--- src/rtl/birukee_mm_seq_ctrl_if.sv ---
// Bundle of configuration, ESP DMA, systolic-macro and status signals
// seen by the birukee matrix-multiply sequencer.
interface birukee_mm_seq_ctrl_if #(
    parameter int N_W = 5
);
    logic           conf_done;
    logic [31:0]    conf_info_input1;
    logic [31:0]    conf_info_input2;
    logic [31:0]    conf_info_output;
    logic [31:0]    conf_info_size;

    logic           dma_read_ctrl_valid;
    logic           dma_read_ctrl_ready;
    logic [31:0]    dma_read_ctrl_data_index;
    logic [31:0]    dma_read_ctrl_data_length;
    logic [2:0]     dma_read_ctrl_data_size;
    logic           dma_read_chnl_valid;
    logic           dma_read_chnl_ready;
    logic [63:0]    dma_read_chnl_data;

    logic           dma_write_ctrl_valid;
    logic           dma_write_ctrl_ready;
    logic [31:0]    dma_write_ctrl_data_index;
    logic [31:0]    dma_write_ctrl_data_length;
    logic [2:0]     dma_write_ctrl_data_size;
    logic           dma_write_chnl_valid;
    logic           dma_write_chnl_ready;
    logic [63:0]    dma_write_chnl_data;

    logic [N_W-1:0] mm_size;
    logic           mm_a_valid;
    logic           mm_a_ready;
    logic           mm_b_valid;
    logic           mm_b_ready;
    logic [63:0]    mm_in_data;
    logic           mm_start;
    logic           mm_done;
    logic           mm_c_valid;
    logic           mm_c_ready;
    logic [63:0]    mm_c_data;

    logic           acc_done;
    logic [31:0]    debug;

    modport master (
        input  conf_done, conf_info_input1, conf_info_input2, conf_info_output, conf_info_size,
        output dma_read_ctrl_valid, dma_read_ctrl_data_index, dma_read_ctrl_data_length,
        output dma_read_ctrl_data_size,
        input  dma_read_ctrl_ready,
        input  dma_read_chnl_valid, dma_read_chnl_data,
        output dma_read_chnl_ready,
        output dma_write_ctrl_valid, dma_write_ctrl_data_index, dma_write_ctrl_data_length,
        output dma_write_ctrl_data_size,
        input  dma_write_ctrl_ready,
        output dma_write_chnl_valid, dma_write_chnl_data,
        input  dma_write_chnl_ready,
        output mm_size, mm_a_valid, mm_b_valid, mm_in_data, mm_start, mm_c_ready,
        input  mm_a_ready, mm_b_ready, mm_done, mm_c_valid, mm_c_data,
        output acc_done, debug
    );

    modport slave (
        output conf_done, conf_info_input1, conf_info_input2, conf_info_output, conf_info_size,
        input  dma_read_ctrl_valid, dma_read_ctrl_data_index, dma_read_ctrl_data_length,
        input  dma_read_ctrl_data_size,
        output dma_read_ctrl_ready,
        output dma_read_chnl_valid, dma_read_chnl_data,
        input  dma_read_chnl_ready,
        input  dma_write_ctrl_valid, dma_write_ctrl_data_index, dma_write_ctrl_data_length,
        input  dma_write_ctrl_data_size,
        output dma_write_ctrl_ready,
        input  dma_write_chnl_valid, dma_write_chnl_data,
        output dma_write_chnl_ready,
        input  mm_size, mm_a_valid, mm_b_valid, mm_in_data, mm_start, mm_c_ready,
        output mm_a_ready, mm_b_ready, mm_done, mm_c_valid, mm_c_data,
        input  acc_done, debug
    );
endinterface

--- src/rtl/birukee_mm_seq_ctrl.sv ---
// Sequencer for the birukee systolic matrix multiply: loads A then B over DMA,
// launches the macro, drains C back to DMA and pulses acc_done. Beats pass through.
module birukee_mm_seq_ctrl #(
    parameter int MAX_N = 16,
    parameter int N_W   = 5,
    parameter int CNT_W = 9
) (
    input logic                   clk,
    input logic                   rst,
    birukee_mm_seq_ctrl_if.master bus
);
    typedef enum logic [3:0] {
        S_IDLE     = 4'd0,
        S_RD_A_REQ = 4'd1,
        S_RD_A_DAT = 4'd2,
        S_RD_B_REQ = 4'd3,
        S_RD_B_DAT = 4'd4,
        S_COMP     = 4'd5,
        S_WAIT     = 4'd6,
        S_WR_REQ   = 4'd7,
        S_WR_DAT   = 4'd8,
        S_DONE     = 4'd9
    } state_t;

    state_t           state;
    logic             armed;
    logic             size_err;
    logic             rd_ctrl_valid;
    logic             wr_ctrl_valid;
    logic             start_q;
    logic             done_q;
    logic [N_W-1:0]   n_q;
    logic [CNT_W-1:0] cnt;
    logic [31:0]      debug_q;
    logic [31:0]      idx_a;
    logic [31:0]      idx_b;
    logic [31:0]      idx_c;
    logic [31:0]      len;
    logic [2*N_W-1:0] sq;
    logic             in_a;
    logic             in_b;
    logic             in_c;
    logic             start_run;
    logic             size_bad;
    logic             rd_beat;
    logic             wr_beat;
    logic             beat_last;

    // Full 32-bit range check so oversize values never alias onto a small N.
    assign start_run = (state == S_IDLE) && bus.conf_done && armed;
    assign size_bad  = (bus.conf_info_size == 32'd0) || (bus.conf_info_size > 32'(MAX_N));

    assign sq        = {{N_W{1'b0}}, n_q} * {{N_W{1'b0}}, n_q};
    assign len       = 32'(sq);
    assign beat_last = ((2*N_W)'(cnt) + (2*N_W)'(1)) == sq;

    assign in_a    = (state == S_RD_A_DAT);
    assign in_b    = (state == S_RD_B_DAT);
    assign in_c    = (state == S_WR_DAT);
    assign rd_beat = bus.dma_read_chnl_valid && ((in_a && bus.mm_a_ready) || (in_b && bus.mm_b_ready));
    assign wr_beat = in_c && bus.mm_c_valid && bus.dma_write_chnl_ready;

    assign bus.dma_read_ctrl_valid        = rd_ctrl_valid;
    assign bus.dma_read_ctrl_data_index   = (state == S_RD_B_REQ) ? idx_b : idx_a;
    assign bus.dma_read_ctrl_data_length  = len;
    assign bus.dma_read_ctrl_data_size    = 3'b011;
    assign bus.dma_read_chnl_ready        = (in_a && bus.mm_a_ready) || (in_b && bus.mm_b_ready);
    assign bus.mm_a_valid                 = in_a && bus.dma_read_chnl_valid;
    assign bus.mm_b_valid                 = in_b && bus.dma_read_chnl_valid;
    assign bus.mm_in_data                 = bus.dma_read_chnl_data;

    assign bus.dma_write_ctrl_valid       = wr_ctrl_valid;
    assign bus.dma_write_ctrl_data_index  = idx_c;
    assign bus.dma_write_ctrl_data_length = len;
    assign bus.dma_write_ctrl_data_size   = 3'b011;
    assign bus.dma_write_chnl_valid       = in_c && bus.mm_c_valid;
    assign bus.mm_c_ready                 = in_c && bus.dma_write_chnl_ready;
    assign bus.dma_write_chnl_data        = bus.mm_c_data;

    assign bus.mm_size  = n_q;
    assign bus.mm_start = start_q;
    assign bus.acc_done = done_q;
    assign bus.debug    = debug_q;

    // Descriptor indices are plain data and need no reset.
    always_ff @(posedge clk) begin
        if (start_run) begin
            idx_a <= bus.conf_info_input1;
            idx_b <= bus.conf_info_input2;
            idx_c <= bus.conf_info_output;
        end
    end

    always_ff @(posedge clk or posedge rst) begin
        if (rst) begin
            state         <= S_IDLE;
            armed         <= 1'b1;
            size_err      <= 1'b0;
            rd_ctrl_valid <= 1'b0;
            wr_ctrl_valid <= 1'b0;
            start_q       <= 1'b0;
            done_q        <= 1'b0;
            n_q           <= '0;
            cnt           <= '0;
            debug_q       <= '0;
        end else begin
            start_q <= 1'b0;
            done_q  <= 1'b0;
            if (!bus.conf_done) begin
                armed <= 1'b1;
            end

            debug_q              <= '0;
            debug_q[3:0]         <= state;
            debug_q[4]           <= size_err;
            debug_q[5]           <= armed;
            debug_q[16 +: CNT_W] <= cnt;

            case (state)
                S_IDLE: begin
                    if (start_run) begin
                        armed    <= 1'b0;
                        cnt      <= '0;
                        n_q      <= bus.conf_info_size[N_W-1:0];
                        size_err <= size_bad;
                        if (size_bad) begin
                            state  <= S_DONE;
                            done_q <= 1'b1;
                        end else begin
                            state         <= S_RD_A_REQ;
                            rd_ctrl_valid <= 1'b1;
                        end
                    end
                end
                S_RD_A_REQ: begin
                    if (bus.dma_read_ctrl_ready) begin
                        rd_ctrl_valid <= 1'b0;
                        state         <= S_RD_A_DAT;
                    end
                end
                S_RD_A_DAT: begin
                    if (rd_beat) begin
                        if (beat_last) begin
                            cnt           <= '0;
                            rd_ctrl_valid <= 1'b1;
                            state         <= S_RD_B_REQ;
                        end else begin
                            cnt <= cnt + 1'b1;
                        end
                    end
                end
                S_RD_B_REQ: begin
                    if (bus.dma_read_ctrl_ready) begin
                        rd_ctrl_valid <= 1'b0;
                        state         <= S_RD_B_DAT;
                    end
                end
                S_RD_B_DAT: begin
                    if (rd_beat) begin
                        if (beat_last) begin
                            cnt     <= '0;
                            start_q <= 1'b1;
                            state   <= S_COMP;
                        end else begin
                            cnt <= cnt + 1'b1;
                        end
                    end
                end
                // A level mm_done left over from a previous run must not skip the compute.
                S_COMP: state <= S_WAIT;
                S_WAIT: begin
                    if (bus.mm_done) begin
                        wr_ctrl_valid <= 1'b1;
                        state         <= S_WR_REQ;
                    end
                end
                S_WR_REQ: begin
                    if (bus.dma_write_ctrl_ready) begin
                        wr_ctrl_valid <= 1'b0;
                        state         <= S_WR_DAT;
                    end
                end
                S_WR_DAT: begin
                    if (wr_beat) begin
                        if (beat_last) begin
                            cnt    <= '0;
                            done_q <= 1'b1;
                            state  <= S_DONE;
                        end else begin
                            cnt <= cnt + 1'b1;
                        end
                    end
                end
                S_DONE:  state <= S_IDLE;
                default: state <= S_IDLE;
            endcase
        end
    end
endmodule

--- src/flat_wrapper.sv ---
// flat-port wrapper written by rule: the top's interface ports become plain ports
module birukee_mm_seq_ctrl_flat 
#(
    parameter int MAX_N = 16,
    parameter int N_W   = 5,
    parameter int CNT_W = 9
)
  (clk, rst, bus_conf_done, bus_conf_info_input1, bus_conf_info_input2, bus_conf_info_output, bus_conf_info_size, bus_dma_read_ctrl_valid, bus_dma_read_ctrl_data_index, bus_dma_read_ctrl_data_length, bus_dma_read_ctrl_data_size, bus_dma_read_ctrl_ready, bus_dma_read_chnl_valid, bus_dma_read_chnl_data, bus_dma_read_chnl_ready, bus_dma_write_ctrl_valid, bus_dma_write_ctrl_data_index, bus_dma_write_ctrl_data_length, bus_dma_write_ctrl_data_size, bus_dma_write_ctrl_ready, bus_dma_write_chnl_valid, bus_dma_write_chnl_data, bus_dma_write_chnl_ready, bus_mm_size, bus_mm_a_valid, bus_mm_b_valid, bus_mm_in_data, bus_mm_start, bus_mm_c_ready, bus_mm_a_ready, bus_mm_b_ready, bus_mm_done, bus_mm_c_valid, bus_mm_c_data, bus_acc_done, bus_debug);
  birukee_mm_seq_ctrl_if #(.N_W(N_W)) bus_i ();
  input logic clk;
  input logic rst;
  input wire logic [$bits(bus_i.conf_done)-1:0] bus_conf_done;
  input wire logic [$bits(bus_i.conf_info_input1)-1:0] bus_conf_info_input1;
  input wire logic [$bits(bus_i.conf_info_input2)-1:0] bus_conf_info_input2;
  input wire logic [$bits(bus_i.conf_info_output)-1:0] bus_conf_info_output;
  input wire logic [$bits(bus_i.conf_info_size)-1:0] bus_conf_info_size;
  output wire logic [$bits(bus_i.dma_read_ctrl_valid)-1:0] bus_dma_read_ctrl_valid;
  output wire logic [$bits(bus_i.dma_read_ctrl_data_index)-1:0] bus_dma_read_ctrl_data_index;
  output wire logic [$bits(bus_i.dma_read_ctrl_data_length)-1:0] bus_dma_read_ctrl_data_length;
  output wire logic [$bits(bus_i.dma_read_ctrl_data_size)-1:0] bus_dma_read_ctrl_data_size;
  input wire logic [$bits(bus_i.dma_read_ctrl_ready)-1:0] bus_dma_read_ctrl_ready;
  input wire logic [$bits(bus_i.dma_read_chnl_valid)-1:0] bus_dma_read_chnl_valid;
  input wire logic [$bits(bus_i.dma_read_chnl_data)-1:0] bus_dma_read_chnl_data;
  output wire logic [$bits(bus_i.dma_read_chnl_ready)-1:0] bus_dma_read_chnl_ready;
  output wire logic [$bits(bus_i.dma_write_ctrl_valid)-1:0] bus_dma_write_ctrl_valid;
  output wire logic [$bits(bus_i.dma_write_ctrl_data_index)-1:0] bus_dma_write_ctrl_data_index;
  output wire logic [$bits(bus_i.dma_write_ctrl_data_length)-1:0] bus_dma_write_ctrl_data_length;
  output wire logic [$bits(bus_i.dma_write_ctrl_data_size)-1:0] bus_dma_write_ctrl_data_size;
  input wire logic [$bits(bus_i.dma_write_ctrl_ready)-1:0] bus_dma_write_ctrl_ready;
  output wire logic [$bits(bus_i.dma_write_chnl_valid)-1:0] bus_dma_write_chnl_valid;
  output wire logic [$bits(bus_i.dma_write_chnl_data)-1:0] bus_dma_write_chnl_data;
  input wire logic [$bits(bus_i.dma_write_chnl_ready)-1:0] bus_dma_write_chnl_ready;
  output wire logic [$bits(bus_i.mm_size)-1:0] bus_mm_size;
  output wire logic [$bits(bus_i.mm_a_valid)-1:0] bus_mm_a_valid;
  output wire logic [$bits(bus_i.mm_b_valid)-1:0] bus_mm_b_valid;
  output wire logic [$bits(bus_i.mm_in_data)-1:0] bus_mm_in_data;
  output wire logic [$bits(bus_i.mm_start)-1:0] bus_mm_start;
  output wire logic [$bits(bus_i.mm_c_ready)-1:0] bus_mm_c_ready;
  input wire logic [$bits(bus_i.mm_a_ready)-1:0] bus_mm_a_ready;
  input wire logic [$bits(bus_i.mm_b_ready)-1:0] bus_mm_b_ready;
  input wire logic [$bits(bus_i.mm_done)-1:0] bus_mm_done;
  input wire logic [$bits(bus_i.mm_c_valid)-1:0] bus_mm_c_valid;
  input wire logic [$bits(bus_i.mm_c_data)-1:0] bus_mm_c_data;
  output wire logic [$bits(bus_i.acc_done)-1:0] bus_acc_done;
  output wire logic [$bits(bus_i.debug)-1:0] bus_debug;
  assign bus_i.conf_done = bus_conf_done;
  assign bus_i.conf_info_input1 = bus_conf_info_input1;
  assign bus_i.conf_info_input2 = bus_conf_info_input2;
  assign bus_i.conf_info_output = bus_conf_info_output;
  assign bus_i.conf_info_size = bus_conf_info_size;
  assign bus_dma_read_ctrl_valid = bus_i.dma_read_ctrl_valid;
  assign bus_dma_read_ctrl_data_index = bus_i.dma_read_ctrl_data_index;
  assign bus_dma_read_ctrl_data_length = bus_i.dma_read_ctrl_data_length;
  assign bus_dma_read_ctrl_data_size = bus_i.dma_read_ctrl_data_size;
  assign bus_i.dma_read_ctrl_ready = bus_dma_read_ctrl_ready;
  assign bus_i.dma_read_chnl_valid = bus_dma_read_chnl_valid;
  assign bus_i.dma_read_chnl_data = bus_dma_read_chnl_data;
  assign bus_dma_read_chnl_ready = bus_i.dma_read_chnl_ready;
  assign bus_dma_write_ctrl_valid = bus_i.dma_write_ctrl_valid;
  assign bus_dma_write_ctrl_data_index = bus_i.dma_write_ctrl_data_index;
  assign bus_dma_write_ctrl_data_length = bus_i.dma_write_ctrl_data_length;
  assign bus_dma_write_ctrl_data_size = bus_i.dma_write_ctrl_data_size;
  assign bus_i.dma_write_ctrl_ready = bus_dma_write_ctrl_ready;
  assign bus_dma_write_chnl_valid = bus_i.dma_write_chnl_valid;
  assign bus_dma_write_chnl_data = bus_i.dma_write_chnl_data;
  assign bus_i.dma_write_chnl_ready = bus_dma_write_chnl_ready;
  assign bus_mm_size = bus_i.mm_size;
  assign bus_mm_a_valid = bus_i.mm_a_valid;
  assign bus_mm_b_valid = bus_i.mm_b_valid;
  assign bus_mm_in_data = bus_i.mm_in_data;
  assign bus_mm_start = bus_i.mm_start;
  assign bus_mm_c_ready = bus_i.mm_c_ready;
  assign bus_i.mm_a_ready = bus_mm_a_ready;
  assign bus_i.mm_b_ready = bus_mm_b_ready;
  assign bus_i.mm_done = bus_mm_done;
  assign bus_i.mm_c_valid = bus_mm_c_valid;
  assign bus_i.mm_c_data = bus_mm_c_data;
  assign bus_acc_done = bus_i.acc_done;
  assign bus_debug = bus_i.debug;
  birukee_mm_seq_ctrl #(.MAX_N(MAX_N), .N_W(N_W), .CNT_W(CNT_W)) u_core (.clk(clk), .rst(rst), .bus(bus_i));
endmodule
--- config.mk ---
export PLATFORM = sky130hd
export DESIGN_NAME = birukee_mm_seq_ctrl_flat
export DESIGN_NICKNAME = d
export VERILOG_FILES = /design/src/rtl/birukee_mm_seq_ctrl_if.sv /design/src/rtl/birukee_mm_seq_ctrl.sv /design/src/flat_wrapper.sv
export SDC_FILE = /design/constraint.sdc
export NUM_CORES = 1
export LEC_CHECK = 0
export CAP_MARGIN = 10
export CORE_AREA = 2 2 223 225
export CTS_BUF_LIST = sky130_fd_sc_hd__clkbuf_16
export DETAILED_ROUTE_END_ITERATION = 12
export DIE_AREA = 0 0 225 227
export GPL_TIMING_DRIVEN = 0
export HOLD_SLACK_MARGIN = 0.02
export PLACE_DENSITY = 0.43
export SYNTH_ARGS = -nofsm -noshare
export SYNTH_HDL_FRONTEND = slang
export SYNTH_SLANG_ARGS = --single-unit
--- constraint.sdc ---
create_clock -name clk -period 10.8 [get_ports clk]
set_input_delay 2.16 -clock clk [delete_from_list [all_inputs] [get_ports clk]]
set_output_delay 2.16 -clock clk [all_outputs]
set_load 0.01 [all_outputs]
==> results of run 1 <==
==> Yosys cell counts (all sizes together) (8+ instances only) <==
| library cell | n | area [um^2] |
|---|---|---|
| a21oi | 12 | 63.8 |
| and2 | 8 | 50.1 |
| buf | 213 | 1610 |
| clkbuf | 9 | 46.3 |
| dfrtp | 38 | 951 |
| edfxtp | 96 | 2880 |
| ha | 11 | 138 |
| inv | 12 | 45.0 |
| mux2 | 36 | 405 |
| nand2 | 34 | 128 |
| nand3 | 9 | 70.1 |
| nor2 | 20 | 75.1 |
| nor4 | 11 | 75.1 |
| o21ai | 14 | 70.1 |
| xnor2 | 8 | 70.1 |
==> metrics by stage <==
step | area, um^2 | std cells | power (W)
after floorplan | 7630 | 672 | 0.00145
after global placement | 12200 | 1671 | 0.00207
after detailed placement | 12300 | 1675 | 0.00206
after CTS | 12800 | 1707 | 0.00265
after global routing | 12800 | 1707 | 0.00277
final | 12800 | 1708 | 0.00259
==> path summary, 6_finish.rpt <==
check,from,end,slack (ns),depth (start not counted)
setup / recovery,u_core.bus.mm_size[0],bus_dma_write_ctrl_data_length[9],3.78,15
max in group asynchronous,rst,u_core.armed,8.42,3
min in group asynchronous,rst,u_core.bus.debug[5],1.92,2
hold / removal,u_core.size_err,u_core.bus.debug[4],0.39,0
setup reg to reg,u_core.bus.mm_size[0],u_core.state[0],6.26,15
hold reg to reg,u_core.size_err,u_core.bus.debug[4],0.39,0
==> power groups by stage <==
| stage | clock [W] | combinational (W) | sequential (W) |
|---|---|---|---|
| after CTS | 0.000584 | 0.00132 | 0.000739 |
| after global placement | 0 | 0.00130 | 0.000768 |
| after detailed placement | 0 | 0.00132 | 0.000748 |
| after global routing | 0.000604 | 0.00142 | 0.000750 |
| final | 0.000560 | 0.00129 | 0.000736 |
| after floorplan | 0 | 0.000682 | 0.000765 |
==> registers in the layout, summed over array words and instances, names as in the netlist, 4 cells and up <==
signal,count
u_core.state,4
u_core.bus.debug,15
u_core.idx_a,32
u_core.bus.dma_write_ctrl_data_index,32
u_core.bus.mm_size,5
u_core.cnt,9
u_core.idx_b,32
==> final cells by class <==
class / count / share of cell area (%)
Antenna cell: 1 / 0.0195
Buffer: 222 / 12.9
Clock buffer: 17 / 3.32
Clock inverter: 15 / 1.01
Inverter: 12 / 0.351
Multi-Input combinational cell: 303 / 16.1
Sequential cell: 135 / 30.1
Tap cell: 622 / 6.07
Timing Repair Buffer: 381 / 30.1
==> cell families after synthesis <==
logic type,share of synthesized area (%)
xor+xnor,2.80
compound gates,5.63
mux,5.50
other cells,0.102
simple gates,8.09
fa+ha+maj,2.41
flops,52.3
buf+inv,23.1
==> critical path: stages, from the launching register on <==
cell	delay, ns
dfrtp_1	0.48
clkbuf_2	0.27
nand2_1	0.10
fa_1	0.49
fa_1	0.51
inv_1	0.04
ha_1	0.28
a31o_2	0.24
ha_1	0.32
nor3_1	0.34
a2111oi_2	0.08
o21ai_1	0.27
a21oi_1	0.11
a31oi_1	0.22
buf_4	0.14
clkdlybuf4s50_1	0.53
==> routing by layer <==
| layer | vias up | GRT usage (%) | share of wire, % |
|---|---|---|---|
| met2 | 267 | 16.3 | 53 |
| met3 | 14 | 3.43 | 8.4 |
| met4 | 2 | 2.50 | 0.89 |
| met1 | 2685 | 9.93 | 38 |
| met5 | - | 0 | 0.033 |
| li1 | 2780 | - | - |
==> metrics.txt, run 1 <==
status completed; commonest non-fill, non-tap cell in the layout clkdlybuf4s50_1; gp weighted congestion slightly above 0.7; Synth Warn # 0; Reg clk slew, reported paths roughly 0.060 ns; CP Class reg -> out; Critical Path Fanout Max 10; crit end category primary output; Worst Hold Class reg -> reg; Max-cap violations 0; Root Buffer Master clkbuf_16; Overall Global Routing Usage under 10%; antenna violations before repair 2; max-slew violation count 0; Via density 3.37; Startpoint Class flop; Sw Share a little over a third; sequential fraction of the synthesis area about 52%; full die area ~51000 um^2; clk_lat worst skew approximately 0.43 ns; Async SR Flop Fraction 28.9%; max_slew headroom a little over a third; Ports ~580; Nets between 1000 and 1500; largest net degree at the start of global routing 38; WL/cell 14.3 um; final worst slack roughly 3.8 ns; Final Skew approximately 0.010 ns; vias in the first global route between 5000 and 6000; Post-Place Setup Slack between 4 and 5 ns; cts hold-fix bufs 0; number of port buffers roughly 380; WP data arrival around 5 ns; share of layout cells above drive strength 1 ~28%; syn avg cell area approximately 12 um^2; PostCTS Resize Cnt 0; synthesized cell area between 7000 and 8000 um^2; DRT iter0 DRCs 192; unrepaired setup endpoints after global routing no; Period minus WS final about 7 ns; setup bufs post-CTS 0; Initial Utilization roughly 15%; CTS Buf Count 17; Setup TNS Final 0 ns; H-tree depth reported by CTS 4; 1st-pass router iterations 4; endpoints failing setup 0; Comb power frac between 40% and 50%; FF/Latch Area just under 4000 um^2; Final period util 65.0%; Layout area overhead 73.9%; die width ~230 um; first-pass GRT wire length ~34000 um; Seq pwr share 28.4%; Core ar. 48500 um^2; WHS ~0.39 ns; DR vias 5748; total gr overflow 0; ys flop type edfxtp_1; number of routed nets with antenna violations 0; final core utilization a little over a quarter; # DRC 0; synthesized flop and latch total between 100 and 150; Max clock buf depth 2; Worst Tran Pin Value 0.944 ns; Hold Fails Final Rpt 0; Post-synth EDFFs 96; half-perimeter wire length after placement between 20000 and 25000 um; CTS sink cnt 135; switching pwr about 0.0009 W; worst endpoint required time around 8.6 ns; die height about 230 um; fmax 142 MHz; TritonCTS clock tree yes; Synth Instances slightly above 600; drt total wl about 24000 um; Int Power 0.00169 W; clock share of power a little over a fifth; Rows between 80 and 90; synth unique cells 65; Multi-input gate area between 2000 and 2500 um^2; filler cell count in the final layout 5067; maximum VDD drop around 0.00011 V; Leak between 5 and 6 nW; most frequent cells in the layout 377 x clkdlybuf4s50_1, 209 x buf_4, 96 x edfxtp_1; PD cells a little over 200 nW/um^2
Power figures use the tool's default switching activity.
==> inputs of run 2 (changes only) <==
--- a/config.mk
+++ b/config.mk
@@ -12,7 +12,7 @@
 export DIE_AREA = 0 0 225 227
 export GPL_TIMING_DRIVEN = 0
 export HOLD_SLACK_MARGIN = 0.02
-export PLACE_DENSITY = 0.43
+export PLACE_DENSITY = 0.44
 export SYNTH_ARGS = -nofsm -noshare
 export SYNTH_HDL_FRONTEND = slang
 export SYNTH_SLANG_ARGS = --single-unit
==> constraint.sdc (replaced) <==
create_clock -name clk -period 6.4 [get_ports clk]
set_input_delay 1.28 -clock clk [delete_from_list [all_inputs] [get_ports clk]]
set_output_delay 1.28 -clock clk [all_outputs]
set_load 0.01 [all_outputs]
==> run 2 against run 1 <==
Register-to-register slack lost 4.5 ns. First-iteration DRC count shrank 7.8%. Wire length grew 1.5%. Clock power grew 88%. Critical path type unchanged. Largest power group unchanged. Highest routed layer unchanged.
==> metrics.txt, run 2 (synthesized netlist as in run 1, its figures left out) <==
vias in the first global route 5497 (was 5590); WL/cell 14.6 um (was 14.3 um); Max clock buf depth 2 (unchanged); clk_lat worst skew 0.46 ns (was 0.43 ns); CP Class reg -> out (unchanged); Antenna Cells 0 (was 1); R2R cell count 15 (unchanged); die width 225 um (unchanged); status completed (unchanged); max_slew headroom 32.9% (was 36.5%); FF/Latch Area 3860 um^2 (unchanged); final core utilization 26.7% (was 26.4%); reg2reg setup slack 1.80 ns (was 6.26 ns); share of layout cells above drive strength 1 28.3% (was 28.1%); Layout area overhead 75.4% (was 73.9%); drt total wl 24900 um (was 24500 um); Overall Global Routing Usage 9.41% (was 9.07%); Hold Fails Final Rpt 0 (unchanged); Initial Utilization 15.2% (unchanged); WHS 0.371 ns (was 0.386 ns); full die area 51100 um^2 (unchanged); number of port buffers 377 (unchanged); critical path cell sequence buf_2, nand2_1, fa_1, fa_1, inv_1, ha_1, a31o_2, ha_1, nor3_2, a2111oi_2, o21ai_2, a21oi_1, a31oi_1, buf_4, clkdlybuf4s50_1 (was clkbuf_2, nand2_1, fa_1, fa_1, inv_1, ha_1, a31o_2, ha_1, nor3_1, a2111oi_2, o21ai_1, a21oi_1, a31oi_1, buf_4, clkdlybuf4s50_1); unrepaired setup endpoints after global routing no (unchanged); Final Skew 0.0157 ns (was 0.00997 ns); PD cells 349 nW/um^2 (was 202 nW/um^2); Reg clk slew, reported paths 0.07 ns (was 0.06 ns); Period minus WS final 6.03 ns; Slowest cell on crit path clkdlybuf4s50_1 (unchanged); Nets 1353 (was 1352); commonest non-fill, non-tap cell in the layout clkdlybuf4s50_1 (unchanged); Critical Path Fanout Max 10 (unchanged); maximum VDD drop 0.000235 V (was 0.000108 V); hold path endpoint u_core.bus.debug[4] (unchanged); Root Buffer Master clkbuf_16 (unchanged); number of routed nets with antenna violations 0 (unchanged); Max-cap violations 0 (unchanged); Multi-input gate area 2080 um^2 (was 2070 um^2); filler cell count in the final layout 5116 (was 5067); max-slew violation count 0 (unchanged); Design Power 0.00452 W (was 0.00259 W); most frequent cells in the layout 377 x clkdlybuf4s50_1, 209 x buf_4, 96 x edfxtp_1 (unchanged); Worst Hold Class reg -> reg (unchanged); fmax ~170 MHz; # DRC 0 (unchanged); gp weighted congestion 0.719 (was 0.713); setup bufs post-CTS 0 (unchanged); reg-to-reg startpoint u_core.bus.mm_size[0] (unchanged); crit end category primary output (unchanged); TritonCTS clock tree yes (unchanged); Core ar. 48500 um^2 (unchanged); # placed instances 1676 (was 1675); hold path start u_core.size_err (unchanged); CTS Buf Count 17 (unchanged); endpoints failing setup 0 (unchanged); antenna violations before repair 1 (was 2); CTS sink cnt 135 (unchanged); Worst Tran Pin Value 0.998 ns (was 0.944 ns); Ports 575 (unchanged); die height 227 um (unchanged); worst endpoint required time 5.12 ns (was 8.64 ns); first-pass GRT wire length 34400 um (was 33900 um); H-tree depth reported by CTS 4 (unchanged); Final period util 94.2%; CP peak stage delay 0.53 ns (about the same); hold path depth 0 (unchanged); Via density 3.34 (was 3.37); DRT iter0 DRCs 177 (was 192); half-perimeter wire length after placement 20500 um (was 20200 um); DR vias 5697 (was 5748); Rows 81 (unchanged); Setup TNS Final 0 ns (unchanged); count of non-filler cells in the finished layout 1708 (unchanged); Critical R2R Capture u_core.state[0] (unchanged); 1st-pass router iterations 4 (unchanged); Startpoint Class flop (unchanged); total gr overflow 0 (unchanged); Leak 5.23 nW (was 5.18 nW); largest net degree at the start of global routing 34 (was 38); WP data arrival 4.75 ns (was 4.86 ns)
[run 2: worst max path at each step]
stage | from | to | slack [ns] | depth (start not counted)
floorplan | bus_conf_done | u_core.bus.mm_size[0] | 0.05 | 3
global placement | bus_conf_done | u_core.bus.mm_size[1] | -3.48 | 4
detailed placement | u_core.bus.mm_size[0] | bus_dma_write_ctrl_data_length[9] | 0.50 | 15
CTS | u_core.bus.mm_size[0] | bus_dma_write_ctrl_data_length[9] | 0.03 | 15
global route | u_core.bus.mm_size[0] | bus_dma_write_ctrl_data_length[9] | 0.02 | 15
finish | u_core.bus.mm_size[0] | bus_dma_write_ctrl_data_length[9] | 0.37 | 15
[run 2: power breakdown]
part / leakage, nW / switching, W / internal (W)
sequential: 1.38 / 0.0000927 / 0.00115
combinational: 3.55 / 0.00104 / 0.00119
clock: 0.305 / 0.000403 / 0.000646
[run 2: critical path: cells and delay by family (launching register included)]
kind,cells,cell delay [ns]
compound gates,5,0.84
simple gates,2,0.37
flops,1,0.47
fa+ha+maj,4,1.61
buf+inv,4,1.00
[run 2: repair_timing]
action                                  4_1_cts  5_1_grt
endpoints found under the setup margin        1        2
hold buffers                                  0        0
resized for setup                             1        3
[run 2: final cells by class]
type / count / area share [%]
multi-input cells: 303 / 16.1
clock inverters: 15 / 1.47
clock buffers: 17 / 3.29
plain buffers: 222 / 12.8
repair buffers: 382 / 30.1
flip-flops and latches: 135 / 29.8
inverters: 12 / 0.348
well taps: 622 / 6.02
[run 2: per-layer routing]
| metal | GRT usage (%) | part of all wire (%) | vias up |
|---|---|---|---|
| met4 | 4.02 | 1.8 | 2 |
| met5 | 0 | 0.040 | - |
| met1 | 10.8 | 40 | 2624 |
| li1 | - | - | 2776 |
| met3 | 3.46 | 7.9 | 25 |
| met2 | 15.8 | 51 | 270 |
[run 2: stage by stage]
| stage | instance area, um^2 | setup WS (ns) |
|---|---|---|
| finish | 12900 | 0.372 |
| global route | 12900 | 0.0201 |
| CTS | 12900 | 0.0273 |
| detailed placement | 12300 | 0.498 |
| global placement | 12200 | -3.48 |
| floorplan | 7630 | 0.0491 |
